File: src/rtl/multiport_register_file.sv
// multiport_register_file: 2-write, NUM_READ-read register file with same-cycle write bypass
// and a per-register busy scoreboard set by claims and cleared by writes.
module multiport_register_file #(
   parameter int DATA_WIDTH = 32,
   parameter int ADDR_WIDTH = 5,
   parameter int NUM_READ   = 2,
   parameter int ZERO_REG   = 1
) (
   input  logic                           clock,
   input  logic                           reset,
   input  logic                           we0,
   input  logic [ADDR_WIDTH-1:0]          wa0,
   input  logic [DATA_WIDTH-1:0]          wd0,
   input  logic                           we1,
   input  logic [ADDR_WIDTH-1:0]          wa1,
   input  logic [DATA_WIDTH-1:0]          wd1,
   input  logic [NUM_READ*ADDR_WIDTH-1:0] ra,
   output logic [NUM_READ*DATA_WIDTH-1:0] rd,
   output logic [NUM_READ-1:0]            rbusy,
   input  logic                           claim,
   input  logic [ADDR_WIDTH-1:0]          claim_addr
);
   localparam int NREG = 2**ADDR_WIDTH;
   logic [DATA_WIDTH-1:0] regs_q [NREG] = '{default: '0};
   logic [DATA_WIDTH-1:0] regs_d [NREG];
   logic [NREG-1:0]       busy_q = '0;
   logic [NREG-1:0]       busy_d;
   logic                  w0, w1, cl;
   // Index 0 traffic is dropped up front so the bypass and scoreboard never see it.
   assign w0 = we0 && !(ZERO_REG != 0 && wa0 == '0);
   assign w1 = we1 && !(ZERO_REG != 0 && wa1 == '0);
   assign cl = claim && !(ZERO_REG != 0 && claim_addr == '0);
   always_comb begin
      regs_d = regs_q;
      busy_d = busy_q;
      if (w0) begin
         regs_d[wa0] = wd0;
         busy_d[wa0] = 1'b0;
      end
      if (w1) begin
         regs_d[wa1] = wd1;
         busy_d[wa1] = 1'b0;
      end
      if (cl) busy_d[claim_addr] = 1'b1;
      if (reset) begin
         regs_d = '{default: '0};
         busy_d = '0;
      end
   end
   always_ff @(posedge clock) begin
      regs_q <= regs_d;
      busy_q <= busy_d;
   end
   for (genvar k = 0; k < NUM_READ; k++) begin : g_rd
      logic [ADDR_WIDTH-1:0] a;
      logic                  z;
      assign a = ra[k*ADDR_WIDTH +: ADDR_WIDTH];
      assign z = ZERO_REG != 0 && a == '0;
      assign rd[k*DATA_WIDTH +: DATA_WIDTH] = z ? '0 : (w1 && wa1 == a) ? wd1 :
                                              (w0 && wa0 == a) ? wd0 : regs_q[a];
      assign rbusy[k] = !z && busy_q[a];
   end
endmodule

File: config.mk
export PLATFORM = sky130hd
export DESIGN_NAME = multiport_register_file
export DESIGN_NICKNAME = d
export VERILOG_FILES = /design/src/rtl/multiport_register_file.sv
export SDC_FILE = /design/constraint.sdc
export NUM_CORES = 2
export LEC_CHECK = 0
export BUFFER_PORTS_ARGS = -buffer_cell sky130_fd_sc_hd__buf_2
export CORE_MARGIN = 2
export CORE_UTILIZATION = 45
export DETAILED_ROUTE_END_ITERATION = 12
export HOLD_SLACK_MARGIN = 0.02
export SLEW_MARGIN = 30
export SYNTH_ARGS = -nofsm -noshare
export SYNTH_HDL_FRONTEND = slang
export SYNTH_SLANG_ARGS = --single-unit
export TNS_END_PERCENT = 10
File: constraint.sdc
create_clock -name clock -period 3.4 [get_ports clock]
set_input_delay 0.51 -clock clock [delete_from_list [all_inputs] [get_ports clock]]
set_output_delay 0.51 -clock clock [all_outputs]
set_load 0.05 [all_outputs]
==> results.sh <==
export IMPL_status="finished, violations left"
export IMPL_violations="negative setup slack"
export IMPL_maxSlewHeadroom=0.273
export IMPL_synthMostInstantiatedCell="nor2_1"
export IMPL_worstSkewPairLatency_ns=0.79
export IMPL_cts_num_sinks=1056
export IMPL_dp_hpwl_mm=198
export IMPL_worstHoldEndpoint="busy_q[13]"
export IMPL_clockRootBuffer="clkbuf_16"
export IMPL_path_common_cell="buf_4"
export IMPL_ctsHtreeMaxLevel=4
export IMPL_grt_pass1_vias=62900
export IMPL_arrival_ns=2.96
export IMPL_holdPathStages=3
export IMPL_initial_core_util=0.454
export IMPL_core_area_mm2=0.144
export IMPL_synthArstFlopShare=0
export IMPL_clock_skew_ns=0
export IMPL_layout_nets=7279
export IMPL_fin_tns_setup_ns=-0.133
export IMPL_rsz0062_at_grt="yes"
export IMPL_reg2regPathDepth=2
export IMPL_synth_mux_area_fraction=0.235
export IMPL_drc_errors=0
export IMPL_avgRoutedWirePerCell_um=35.4
export IMPL_hold_path_class="in2reg"
export IMPL_p_leak_nw=25.4
export IMPL_worstPathRequired_ns=2.89
export IMPL_hold_viol=0
export IMPL_layout_cells_non_filler=9203
export IMPL_timing_rr_start="regs_q[548]"
export IMPL_p_per_area_mw_per_mm2=428
export IMPL_syn_nets=7587
export IMPL_portBuffers=159
export IMPL_grt_max_degree=101
export IMPL_row_count=139
export IMPL_synth_fa_ha_area_frac=0
export IMPL_synth_cell_type_count=59
export IMPL_p_clk_frac=0.454
export IMPL_path_clk_slew_ns=0.06
export IMPL_worstMarginPinSlew_ns=1.09
export IMPL_grt_pass1_wl_mm=462
export IMPL_ys_ff_latch=1056
export IMPL_synth_compound_area_frac=0.218
export IMPL_drv_slew=0
export IMPL_cts_tree="built"
export IMPL_routed_wl_mm=326
export IMPL_die_h_um=385
export IMPL_setup_viol=4
export IMPL_synth_top_family_by_area="multiplexers"
export IMPL_firstDrtPassIters=13
export IMPL_end_kind="output pin"
export IMPL_power_switching_w=0.00939
export IMPL_swShare=0.293
export IMPL_dieWidth_um=385
export IMPL_worst_path_largest_cell_delay_ns=0.48
export IMPL_max_clock_freq_mhz=288
export IMPL_internal_power_w=0.0226
export IMPL_synth_area_leader_cell="dfxtp_1"
export IMPL_critPathLaunchType="primary input"
export IMPL_pin_count=160
export IMPL_synth_yosys_seq_area_share=0.324
export IMPL_cp_max_fo=30
export IMPL_rrSetupSlack_ns=2.52
export IMPL_worstSetupPathType="in2out"
export IMPL_yosys_area_share_simple=0.148
export IMPL_syn2layout_area_growth_pct=14.5
export IMPL_crit_chain="buf_8 > buf_16 > buf_4 > mux2i_1 > o22ai_1 > a211oi_1 > a21o_1 > o221ai_1 > buf_4 > buf_12"
export IMPL_synth_common_cells="1081 x nor2_1, 1056 x dfxtp_1, 744 x a211oi_1"
export IMPL_dp_cells=8949
export IMPL_seqPwrFrac=0.400
export IMPL_numCtsBuffers=130
export IMPL_synth_ff_type="dfxtp_1"
export IMPL_detailedRoute_firstIterationViolations=11500
export IMPL_fin_area_mm2=0.0748
export IMPL_synth_xor_area_share=0.00268
export IMPL_maxCapViolations=0
export IMPL_synthCells=7493
export IMPL_gp_congestion=0.974
export IMPL_crit_family="buffers and inverters"
export IMPL_avgViaCountPerCell=7.39
export IMPL_peakVddDrop_uv=384
export IMPL_syn_area_mm2=0.0653
export IMPL_cts_buffer_depth=3
export IMPL_yosysWarnings=0
export IMPL_min_from="claim_addr[3]"
export IMPL_critical_path_buf_inv_count=5
export IMPL_ant_nets=0
export IMPL_drive_gt1_frac=0.191
export IMPL_place_area_mm2=0.0702
export IMPL_synth_avg_cell_area_um2=8.72
export IMPL_grt_remaining_overflow=0
export IMPL_power_w=0.0320
export IMPL_period_needed_ns=3.47
export IMPL_grt_use_total=0.426
export IMPL_synth_edf_count=0
export IMPL_crit_slowest_cell="mux2i_1"
export IMPL_synthTopCellsByArea="dfxtp_1 32%, mux4_2 13%, mux2i_1 9.6%"
export IMPL_whs_ns=0.0675
export IMPL_vias=68000
export IMPL_antenna_found_initial=21
export IMPL_p_comb_frac=0.146
export IMPL_setup_slack_ns=-0.0695
export IMPL_finalCritPeriodShare=1.02
export IMPL_r2r_end="regs_q[548]"
export IMPL_dieArea_mm2=0.148
export IMPL_netlist_area_leader_share=0.324
[how the worst max path moves through the flow]
stage          slack (ns)  endpoint    from  depth (start not counted)
2_1_floorplan        0.22    rd[13]   ra[1]                          8
3_3_place_gp        -0.23    rd[54]  wa1[3]                         10
3_5_place_dp        -0.24    rd[54]  wa1[3]                         10
4_1_cts             0.003    rd[31]   ra[0]                         10
5_1_grt             -0.02    rd[37]  wa1[4]                         12
6_report            -0.07    rd[19]   ra[0]                         10
[flip-flops by register name, summed over array words and instances (netlist names)]
register and cells:
regs_q 1024, busy_q 32
[cell usage in the layout, fill, tap and decap left out, types with 86 or more instances in the layout]
master and instances:
a311oi_1 310, nand2_1 433, a21oi_1 528, nor3_1 335
buf_4 336, o221ai_1 86, nor2_1 1078, dfxtp_1 1056
buf_12 171, nand3_1 265, clkbuf_16 134, mux2i_1 627
a211oi_1 744, buf_2 89, mux4_2 365
[power groups by stage]
| stage | Sequential [W] | Clock [W] | Combinational (W) |
|---|---|---|---|
| final | 0.0128 | 0.0145 | 0.00469 |
| after global routing | 0.0128 | 0.0150 | 0.00474 |
| after CTS | 0.0128 | 0.0145 | 0.00447 |
| after detailed placement | 0.0131 | 0 | 0.00444 |
| after global placement | 0.0131 | 0 | 0.00441 |
| after floorplan | 0.0130 | 0 | 0.00261 |
[worst reg2reg max path: cells and delay by family, from the launching register on]
family,cells,cell delay [ns]
mux,1,0.09
flops,1,0.39
compound gates,1,0.30
[final cells by class]
cell class | count | area [µm²]
timing repair buffer | 618 | 6740
clock buffer | 189 | 3770
tap | 1903 | 2380
antenna | 19 | 47.5
clock inverter | 39 | 551
fill | 12800 | 69000
multi-input combinational | 5336 | 40000
inverter | 43 | 161
sequential | 1056 | 21100
[per-layer routing]
metal | vias to the layer above | wire (µm) | track usage
met5 | - | 256 | 0.00292
met4 | 18 | 25100 | 0.280
met3 | 1448 | 51700 | 0.170
met2 | 6016 | 130000 | 0.585
met1 | 33100 | 119000 | 0.549
li1 | 27500 | - | -
[logic make-up (layout without fill, tap and decap cells)]
logic type | Yosys count | in the layout
xor gates and xnor gates | 20 | 20
AOI/OAI and AO/OA | 1976 | 1976
DFF | 1056 | 1056
muxes | 1066 | 1066
other | 0 | 19
buffers and inverters | 1101 | 889
and+or+nand+nor | 2274 | 2274
[per-stage QoR]
| step | utilization | setup slack [ns] |
|---|---|---|
| final | 0.520 | -0.0695 |
| after global routing | 0.520 | -0.0214 |
| after CTS | 0.519 | 0.00339 |
| after detailed placement | 0.488 | -0.237 |
| after global placement | 0.487 | -0.228 |
| after floorplan | - | 0.222 |
[what timing repair did]
action,4_1_cts,5_1_grt
gates cloned,1,1
pin swaps,2,3
resized for setup,9,20
buffers inserted,3,1
hold buffers,1,0
hold endpoints to repair,2,0
endpoints found under the setup margin,33,55
Note: power is estimated with default switching activity, not from simulation.
